## config.mk

```make
export PLATFORM = sky130hd
export DESIGN_NAME = program_counter
export DESIGN_NICKNAME = d
export VERILOG_FILES = /design/src/rtl/program_counter.sv
export SDC_FILE = /design/constraint.sdc
export NUM_CORES = 1
export LEC_CHECK = 0
export CORE_UTILIZATION = 40
export DETAILED_ROUTE_END_ITERATION = 7
export PLACE_DENSITY = 0.83
export SETUP_SLACK_MARGIN = 0.15
export SKIP_LAST_GASP = 1
export SYNTH_ARGS = -nofsm -noshare
export SYNTH_HDL_FRONTEND = slang
export SYNTH_SLANG_ARGS = --single-unit
```

## constraint.sdc

```tcl
create_clock -name clk -period 2.1 [get_ports clk]
set_clock_uncertainty 0.15 [all_clocks]
set_input_delay 0.42 -clock clk [delete_from_list [all_inputs] [get_ports clk]]
set_output_delay 0.42 -clock clk [all_outputs]
set_load 0.01 [all_outputs]
```

## src/rtl/program_counter.sv

```systemverilog
// ECU program counter with a free-running instruction-step counter.
// Build option PC_TRISTATE_EN: drive ao to high-impedance instead of zero when oe=0.
module program_counter #(
    parameter int                WIDTH        = 16,
    parameter int                STEP_WIDTH   = 3,
    parameter logic [WIDTH-1:0]  RESET_VECTOR = '0
) (
    input  logic                  clk,
    input  logic                  rst,
    input  logic [WIDTH-1:0]      ai,
    input  logic                  lrc,
    input  logic                  ini,
    input  logic                  cub,
    input  logic                  oe,
    output logic [WIDTH-1:0]      ao,
    output logic [STEP_WIDTH-1:0] is
);

    logic [WIDTH-1:0]      pc_q;
    logic [STEP_WIDTH-1:0] step_q;

    // Load beats increment; the step counter is sequenced independently of the PC.
    always_ff @(posedge clk) begin
        if (!rst) begin
            pc_q   <= RESET_VECTOR;
            step_q <= '0;
        end else begin
            if (lrc)
                pc_q <= ai;
            else if (ini)
                pc_q <= pc_q + WIDTH'(1);

            if (cub)
                step_q <= '0;
            else
                step_q <= step_q + STEP_WIDTH'(1);
        end
    end

    assign is = step_q;

`ifdef PC_TRISTATE_EN
    assign ao = oe ? pc_q : {WIDTH{1'bz}};
`else
    assign ao = oe ? pc_q : {WIDTH{1'b0}};
`endif

endmodule

```

==> flow_summary.rst, run 1 <==
.. list-table::
   :header-rows: 1

   * - Metric
     - Value
   * - Number of clock buffers inserted by TritonCTS
     - 3
   * - Number of DRC markers after the initial detailed-route iteration
     - 43
   * - Global Route Usage Sum
     - 0.228
   * - Final total power
     - 0.796 mW
   * - Leftover overflow at the end of global routing
     - 0
   * - Slowest cell on crit path
     - sky130_fd_sc_hd__clkdlybuf4s50_1
   * - Number of top-level pins
     - 41
   * - DRC violation count after routing
     - 0
   * - Unique cell type count in the Yosys netlist
     - 39
   * - Number of synthesized flops with an enable pin
     - 0
   * - Setup repair after global routing missed its margin
     - true
   * - Leakage
     - 0.672 nW
   * - CP startpoint kind
     - primary input
   * - Hold buffer count at CTS
     - 0
   * - DIE HEIGHT
     - 56.0 µm
   * - Overall routed net length
     - 3330 µm
   * - Hold/Removal Path Class
     - flop to flop
   * - Met1 Use GR
     - 0.288
   * - Crit share post-route
     - 0.886
   * - Initial core utilization
     - 0.423
   * - Type of the setup path with the least slack
     - primary input to flop
   * - Largest net degree at the start of global routing
     - 19
   * - CTS Sinks
     - 19
   * - IO Port Bufs
     - 40
   * - Final estimated routing congestion in global placement
     - 0.829
   * - Global-route track usage on met2
     - 0.403
   * - Total of warnings raised by yosys
     - 0
   * - Fraction of met3 tracks used by global routing
     - 0.0326
   * - Minimum clock period
     - 1860 ps
   * - Synthesized Nets
     - 165
   * - Number of global-route vias before repair
     - 1231
   * - Synth area leaders
     - sky130_fd_sc_hd__dfxtp_1 (33%), sky130_fd_sc_hd__and2_1 (8.6%), sky130_fd_sc_hd__o21ai_0 (5.1%)
   * - Vias
     - 1260
   * - Share of synthesized flip-flops with an asynchronous set or reset
     - 0
   * - Relative slew margins
     - 0.787
   * - Critical path required time
     - 2190 ps
   * - Antenna diode instance count
     - 0
   * - Sum of negative setup slack
     - 0 ps
   * - IR drop worst, VDD
     - 409 µV
   * - Status
     - finished clean
   * - Average cell area after synthesis
     - 8.28 µm²
   * - Post-Layout Cell Count
     - 222
   * - Core Area
     - 2760 µm²
   * - Proportion of netlist area held by the largest area contributor
     - 0.326
   * - Seq cells post-synth
     - 19
   * - Minimum setup slack after placement
     - -230 ps
   * - Most instantiated flip-flop cell in the synthesis netlist
     - sky130_fd_sc_hd__dfxtp_1
   * - Via density
     - 5.68
   * - Area growth from synthesis to layout
     - 47.7%
   * - Wire per inst
     - 15.0 µm
   * - Leading cell types by count after synthesis
     - sky130_fd_sc_hd__dfxtp_1 (19), sky130_fd_sc_hd__and2_1 (16), sky130_fd_sc_hd__o21ai_0 (12)
   * - Global-route wire length before repair
     - 5720 µm
   * - CTS clock-pin slew for the worst setup and hold paths
     - 120 ps
   * - Most numerous cell in the Yosys netlist
     - sky130_fd_sc_hd__dfxtp_1
   * - Final count of hold timing violations
     - 0
   * - Largest stage delay on the critical path
     - 550 ps
   * - Worst path setup slack after routing
     - 239 ps
   * - Most used routing layer
     - met2
   * - Pre-antenna DRT Iters
     - 4
   * - Part of the Yosys area used for sequential elements
     - 0.326
   * - Width of the chip
     - 56.0 µm
   * - Site Rows
     - 19
   * - CTS tree
     - done
   * - Maximum buffer depth of the clock tree
     - 2
   * - Data arrival at the endpoint of the critical path
     - 1950 ps
   * - Power Dens Cells
     - 462 nW/µm²
   * - CP most frequent cell
     - sky130_fd_sc_hd__buf_4
   * - Fin Hold WS
     - 318 ps
   * - Maximum fanout count along the critical path
     - 5
   * - Ratio of cells with drive above 1 in the final layout
     - 0.126
   * - Number of pins exceeding their max-slew limit in the final report
     - 0
   * - CP endpoint kind
     - flop
   * - Placed wire-length estimate after detailed placement
     - 2500 µm
   * - Die Footprint
     - 3140 µm²
   * - Top achievable clock speed
     - 0.537 GHz
   * - Top cell family by delay on the critical path
     - buffers and inverters
   * - Summed area of non-filler cells in the final layout
     - 1720 µm²
   * - Worst slew pin tran
     - 316 ps
   * - Initial antenna violation count
     - 0
   * - Final layout net count
     - 216
   * - Standard cell area after detailed placement
     - 1680 µm²
   * - Final Setup Violations
     - 0
   * - Utilization after layout
     - 0.625
   * - Critical path, cell by cell
     - clkdlybuf4s50_1 -> nand4_1 -> buf_4 -> buf_4 -> or3_1 -> a31oi_1
   * - Clock root buffer master
     - sky130_fd_sc_hd__clkbuf_4
   * - Max H-tree Level
     - 1
   * - Antenna Nets Post-Route
     - 0
   * - Number of max-cap violations
     - 0
   * - Number of cells produced by synthesis
     - 141
   * - Number of placed instances, taps included
     - 216
   * - Leading area contributor after synthesis
     - sky130_fd_sc_hd__dfxtp_1
   * - Post-Synthesis Cell Area
     - 1170 µm²
   * - Skew-Pair Late Insertion Delay
     - 310 ps
   * - Worst Path Buf+Inv
     - 3
==> logic make-up (layout without fill, tap and decap cells) <==
logic type / after synthesis / count (layout) / share of synthesized area
and+or+nand+nor: 66 / 66 / 0.359
AOI/OAI and AO/OA: 35 / 35 / 0.198
DFF: 19 / 19 / 0.326
buffers and inverters: 12 / 62 / 0.0407
xor gates and xnor gates: 5 / 5 / 0.0375
adders and majority gates: 2 / 2 / 0.0214
muxes: 2 / 2 / 0.0171
==> cell usage in the layout (no fill, tap or decap), types with 2 or more instances in the layout <==
cell type,synthesis,layout
sky130_fd_sc_hd__a211oi_1,2,2
sky130_fd_sc_hd__a21oi_1,4,4
sky130_fd_sc_hd__a31oi_1,5,5
sky130_fd_sc_hd__and2_1,16,16
sky130_fd_sc_hd__and3_1,2,2
sky130_fd_sc_hd__and4b_1,2,2
sky130_fd_sc_hd__buf_4,0,13
sky130_fd_sc_hd__clkbuf_4,0,3
sky130_fd_sc_hd__clkdlybuf4s15_1,0,12
sky130_fd_sc_hd__clkdlybuf4s50_1,0,23
sky130_fd_sc_hd__dfxtp_1,19,19
sky130_fd_sc_hd__dlygate4sd2_1,0,4
sky130_fd_sc_hd__ha_1,2,2
sky130_fd_sc_hd__inv_1,4,4
sky130_fd_sc_hd__mux2i_1,2,2
sky130_fd_sc_hd__nand2_1,5,5
sky130_fd_sc_hd__nand3_1,6,6
sky130_fd_sc_hd__nand4_1,4,4
sky130_fd_sc_hd__nand4_4,1,2
sky130_fd_sc_hd__nor2_1,7,7
sky130_fd_sc_hd__nor3b_1,2,2
sky130_fd_sc_hd__nor4_1,2,2
sky130_fd_sc_hd__o21ai_0,12,12
sky130_fd_sc_hd__o221ai_1,2,2
sky130_fd_sc_hd__o31ai_1,2,2
sky130_fd_sc_hd__o41ai_1,3,3
sky130_fd_sc_hd__or2_2,2,2
sky130_fd_sc_hd__or3_1,6,6
sky130_fd_sc_hd__or4_1,5,5
sky130_fd_sc_hd__xor2_1,4,4
==> power breakdown <==
part           leakage [nW]  switching, mW  internal (mW)  total [mW]
Combinational         0.496         0.0746          0.103       0.178
Sequential            0.157         0.0349          0.384       0.419
Clock                0.0177          0.128         0.0713       0.199
Total                 0.672          0.237          0.558       0.796
==> worst paths after layout <==
check	from	endpoint	slack, ps	depth (start not counted)
max	ini	pc_q[7]	240	6
min	is[0]	is[0]	320	1
max reg2reg	pc_q[0]	pc_q[14]	310	4
min reg2reg	is[0]	is[0]	320	1
==> state kept, by name, indices dropped and copies added (netlist names) <==
register and count:
is 3, pc_q 16
==> area by class of cell <==
| class | count | area, µm² |
|---|---|---|
| fill | 239 | 1030 |
| multi-input combinational | 110 | 748 |
| timing repair buffer | 54 | 514 |
| sequential | 19 | 380 |
| tap | 31 | 38.8 |
| clock buffer | 3 | 22.5 |
| inverter | 4 | 15.0 |
| clock inverter | 1 | 5.00 |
==> per-layer routing <==
metal  up-vias  wire length, µm
li1        633                -
met2        44             1640
met5         -                0
met1       579             1470
met4         0               41
met3         4              180
==> what timing repair did <==
action,CTS,global route
gates cloned,0,0
pin swaps,0,1
endpoints found under the setup margin,16,5
buffers inserted,0,2
gates resized for setup,31,1
==> worst reg2reg max path: stages (launching register included) <==
cell and delay (ps):
sky130_fd_sc_hd__dfxtp_1 430, sky130_fd_sc_hd__ha_1 250, sky130_fd_sc_hd__nand3_1 210, sky130_fd_sc_hd__o41a_1 430, sky130_fd_sc_hd__a211oi_1 230
Power figures use the tool's default switching activity.
==> run 2: changes to the inputs <==
CAP_MARGIN = 20   (was default)
==> results of run 2 <==
Final layout, timing and power as in run 1 (identical DEF).
